$ cat src/rtl/mux_nto1_reg.sv
// Registered N-channel to 1 stream multiplexer with per-channel valid/ready handshake.
// Channels are granted either by explicit select or by round-robin arbitration.
module mux_nto1_reg #(
    parameter int DATA_W = 4,
    parameter int N_CH   = 4,
    parameter int SEL_W  = $clog2(N_CH)
) (
    input  logic                     clk,
    input  logic                     rst,
    input  logic [N_CH*DATA_W-1:0]   inData,
    input  logic [N_CH-1:0]          inValid,
    output logic [N_CH-1:0]          inReady,
    input  logic [SEL_W-1:0]         inSel,
    input  logic                     inMode,
    output logic [DATA_W-1:0]        outData,
    output logic [SEL_W-1:0]         outChan,
    output logic                     outValid,
    input  logic                     outReady
);

    logic              load_en;
    logic              gnt_vld;
    logic [SEL_W-1:0]  gnt;
    logic [SEL_W-1:0]  rr_ptr;
    logic [DATA_W-1:0] gnt_data;
    int                cand;

    // The output register may take a new beat when empty or when being drained.
    assign load_en = !outValid || outReady;

    always_comb begin
        gnt     = '0;
        gnt_vld = 1'b0;
        cand    = 0;
        if (!inMode) begin
            // Out-of-range selects never match a channel, so they are never granted.
            for (int k = 0; k < N_CH; k++) begin
                if (inSel == SEL_W'(k) && inValid[k]) begin
                    gnt     = SEL_W'(k);
                    gnt_vld = 1'b1;
                end
            end
        end else begin
            // Scan from the channel after the last grant, wrapping modulo N_CH.
            for (int off = 1; off <= N_CH; off++) begin
                cand = int'(rr_ptr) + off;
                if (cand >= N_CH) begin
                    cand = cand - N_CH;
                end
                if (!gnt_vld && inValid[cand]) begin
                    gnt     = SEL_W'(cand);
                    gnt_vld = 1'b1;
                end
            end
        end
    end

    always_comb begin
        gnt_data = '0;
        for (int k = 0; k < N_CH; k++) begin
            if (gnt == SEL_W'(k)) begin
                gnt_data = inData[k*DATA_W +: DATA_W];
            end
        end
    end

    always_comb begin
        inReady = '0;
        if (!rst && load_en && gnt_vld) begin
            for (int k = 0; k < N_CH; k++) begin
                if (gnt == SEL_W'(k)) begin
                    inReady[k] = 1'b1;
                end
            end
        end
    end

    // Output register stage; reset leaves the pointer so the next scan starts at channel 0.
    always_ff @(posedge clk) begin
        if (rst) begin
            outValid <= 1'b0;
            outData  <= '0;
            outChan  <= '0;
            rr_ptr   <= SEL_W'(N_CH - 1);
        end else if (load_en) begin
            if (gnt_vld) begin
                outData  <= gnt_data;
                outChan  <= gnt;
                outValid <= 1'b1;
                rr_ptr   <= gnt;
            end else begin
                outValid <= 1'b0;
            end
        end
    end

endmodule

$ cat config.mk
export PLATFORM = sky130hd
export DESIGN_NAME = mux_nto1_reg
export DESIGN_NICKNAME = d
export VERILOG_FILES = /design/src/rtl/mux_nto1_reg.sv
export SDC_FILE = /design/constraint.sdc
export NUM_CORES = 1
export LEC_CHECK = 0
export CAP_MARGIN = 20
export CELL_PAD_IN_SITES_DETAIL_PLACEMENT = 0
export CELL_PAD_IN_SITES_GLOBAL_PLACEMENT = 2
export CORE_ASPECT_RATIO = 0.75
export CORE_MARGIN = 3
export CORE_UTILIZATION = 23
export CTS_CLUSTER_SIZE = 24
export DETAILED_ROUTE_END_ITERATION = 10
export GPL_ROUTABILITY_DRIVEN = 0
export PLACE_DENSITY_LB_ADDON = 0.1
export RECOVER_POWER = 100
export SYNTH_ARGS = -nofsm -noshare
export SYNTH_HDL_FRONTEND = slang
export SYNTH_SLANG_ARGS = --single-unit
$ cat constraint.sdc
create_clock -name clk -period 4.5 [get_ports clk]
set_input_delay 0.675 -clock clk [delete_from_list [all_inputs] [get_ports clk]]
set_output_delay 0.675 -clock clk [all_outputs]
set_load 0.01 [all_outputs]
==> results of run 1 <==
-- where the power goes --
part / switching, mW / leakage (nW) / internal [mW]
Sequential: 0.0105 / 0.0748 / 0.0904
Clock: 0.0326 / 0.0228 / 0.0618
Combinational: 0.0552 / 0.421 / 0.0690
-- cell families (layout without fill, tap and decap cells) --
family / count (synthesis) / after routing / share of synthesized area
AND/OR/NAND/NOR: 30 / 30 / 0.2075
buffers and inverters: 12 / 47 / 0.08961
flip-flops: 9 / 9 / 0.2264
AO/OA/AOI/OAI: 26 / 26 / 0.2390
multiplexers: 18 / 18 / 0.2374
-- Yosys cell counts --
cell type	n	share of area
or2_2	1	0.0079
dfxtp_1	9	0.23
nand2b_1	2	0.016
a21boi_1	2	0.019
mux2_1	1	0.014
buf_2	3	0.019
buf_6	3	0.042
o211ai_1	1	0.0094
a311oi_2	1	0.019
o21ai_0	3	0.019
or2_1	1	0.0079
a21oi_1	5	0.031
nor2b_1	4	0.031
nor2_2	1	0.0079
nor3_1	3	0.019
o2111ai_1	1	0.011
mux2_2	2	0.028
o21ai_1	5	0.031
clkbuf_1	1	0.0047
a32o_1	3	0.038
and3_1	2	0.016
mux2_4	1	0.019
a221o_1	1	0.013
nand3_2	1	0.013
inv_1	5	0.024
a211oi_2	1	0.016
nand3b_1	2	0.019
o21ai_2	1	0.011
o31ai_1	1	0.0094
or4_4	1	0.014
mux2i_1	14	0.18
a21bo_2	1	0.013
nor2_1	4	0.019
nand2_1	8	0.038
-- final cells by class --
cell class / instances / area, um2 / share of cell area
timing repair buffer: 38 / 375.4 / 0.3115
sequential: 9 / 180.2 / 0.1495
clock buffer: 4 / 45.04 / 0.03738
inverter: 5 / 18.77 / 0.01558
tap: 38 / 47.55 / 0.03946
multi-input combinational: 74 / 538.0 / 0.4465
-- through the flow --
step,power (mW),instances,setup WS [ns],hold WS [ns],cell area (um2)
after floorplan,0.1779,95,1.633,0.4805,795.8
after global placement,0.2338,164,0.4975,0.4507,1166
after detailed placement,0.2326,164,0.4505,0.4518,1166
after CTS,0.3292,168,0.4486,0.4578,1211
after global routing,0.3405,168,0.1724,0.4843,1205
final,0.3196,168,0.2821,0.4554,1205
-- worst paths after layout --
kind	end	slack, ns	cells past startpoint
max reg2reg	outData[1]$_SDFFE_PP0P_	1.98	6
min reg2reg	outChan[1]$_SDFFE_PP0P_	0.46	2
max	inReady[3]	0.28	8
min	outChan[1]$_SDFFE_PP0P_	0.46	2
-- registers in the layout (all words and copies together), names as in the netlist --
signal	flops
outChan	2
outData	4
outValid	1
rr_ptr	2
-- tightest hold or removal path: cells and delay by family (launching register included) --
kind             cells  cell delay (ns)
AO/OA/AOI/OAI        1             0.05
flip-flops           1             0.30
AND/OR/NAND/NOR      1             0.05
-- layer usage --
| layer | GRT usage | part of all wire | vias to the layer above |
|---|---|---|---|
| li1 | - | - | 416 |
| met1 | 0.1695 | 0.52 | 369 |
| met2 | 0.1313 | 0.40 | 24 |
| met3 | 0.04049 | 0.062 | 4 |
| met4 | 0.03876 | 0.014 | 0 |
| met5 | 0 | 0 | - |
==> results.sh, run 1 <==
export IMPL_cts_root_buffer="clkbuf_8"
export IMPL_cts_tree="built"
export IMPL_via_count=813
export IMPL_worst_slew_pin_slew_ns=0.5616
export IMPL_cp_top_family="buffers and inverters"
export IMPL_min_from="outChan[1]$_SDFFE_PP0P_"
export IMPL_critPathLaunch="inValid[3]"
export IMPL_grt_overflow=0
export IMPL_synthDistinctLibCells=34
export IMPL_ios=37
export IMPL_hold_viol=0
export IMPL_finClkSkew_ns=0.001273
export IMPL_nNetsFinal=157
export IMPL_cap_violations=0
export IMPL_cts_buffer_depth=2
export IMPL_totalWireLength_um=2207
export IMPL_clk_latency_ns=0.23
export IMPL_mostFrequentLayoutCell="clkdlybuf4s50_1"
export IMPL_post_route_period_util=0.9373
export IMPL_grt_pass1_wl_um=3553
export IMPL_grt_pass1_vias=718
export IMPL_hold_buffers=0
export IMPL_core_um2=3127
export IMPL_cts_buffers=3
export IMPL_clk_pin_slew_ns=0.04
export IMPL_seq_area_frac_synth=0.2264
export IMPL_cts_num_sinks=9
export IMPL_p_leak_nw=0.5186
export IMPL_worstReg2RegStart="rr_ptr[1]$_SDFFE_PP1P_"
export IMPL_finalSetupViolCount=0
export IMPL_synthesis_area_um2=795.8
export IMPL_avgSynthCellArea_um2=8.376
export IMPL_synth_cells=95
export IMPL_ant_nets=0
export IMPL_drc_errors=0
export IMPL_ctsResizeCount=0
export IMPL_post_cts_setup_buffer_count=0
export IMPL_yosys_warnings=0
export IMPL_powerDensity_nw_per_um2=265.2
export IMPL_final_cell_mix="clkdlybuf4s50_1 (27), mux2i_1 (14), dlygate4sd3_1 (9), dfxtp_1 (9), nand2_1 (8)"
export IMPL_max_freq_mhz=237.1
export IMPL_synth_seq_cells=9
export IMPL_die_w_um=73.92
export IMPL_grt_util_all_layers=0.1089
export IMPL_dieArea_um2=4209
export IMPL_crit_path_max_incr_delay_ns=0.65
export IMPL_post_route_min_period_ns=4.218
export IMPL_wl_per_cell_um=13.14
export IMPL_max_vdd_ir_drop_v=0.00007605
export IMPL_critPathLaunchType="input pin"
export IMPL_relSlewSlack=0.6242
export IMPL_crit_slowest_cell="dlygate4sd3_1"
export IMPL_drt_iter0_drc=29
export IMPL_syn_nets=121
export IMPL_area_delta_synth_final_pct=51.42
export IMPL_die_y_um=56.94
export IMPL_fillers=314
export IMPL_grt_antenna_before_repair=0
export IMPL_post_drt_via_cell_ratio=4.839
export IMPL_layout_drive_gt1_share=0.1077
export IMPL_arrival_ns=3.54
export IMPL_hp_class="flop to flop"
export IMPL_fin_tns_setup_ns=0
export IMPL_port_buffers=36
export IMPL_grt_max_degree=13
export IMPL_num_rows=17
export IMPL_crit_path_cell_trace="dlygate4sd3_1 -> mux2_2 -> or4_1 -> a221o_1 -> nand3_2 -> or2_2 -> nor3_1 -> dlygate4sd3_1"
export IMPL_dp_hpwl_um=1776
export IMPL_rsz0062_at_grt="false"
export IMPL_antenna_cells=0
export IMPL_cpMostUsedCell="dlygate4sd3_1"
export IMPL_drt_pass1_iter_count=4
export IMPL_worst_path_buf_inv=2
export IMPL_crit_required_ns=3.83
export IMPL_endpoint_kind="primary output"
export IMPL_slew_violations=0
export IMPL_post_route_util=0.3854
export IMPL_start_util=0.2545
export IMPL_crit_type="input pin to primary output"
export IMPL_htreeDepth=1
export IMPL_status="finished clean"
export IMPL_crit_fanout=12
Note: power is estimated with default switching activity, not from simulation.
==> inputs of run 2 (changes only) <==
--- a/config.mk
+++ b/config.mk
@@ -5,7 +5,6 @@
 export SDC_FILE = /design/constraint.sdc
 export NUM_CORES = 1
 export LEC_CHECK = 0
-export CAP_MARGIN = 20
 export CELL_PAD_IN_SITES_DETAIL_PLACEMENT = 0
 export CELL_PAD_IN_SITES_GLOBAL_PLACEMENT = 2
 export CORE_ASPECT_RATIO = 0.75
==> results of run 2 <==
No change in the layout: final DEF, timing and power equal those of run 1.
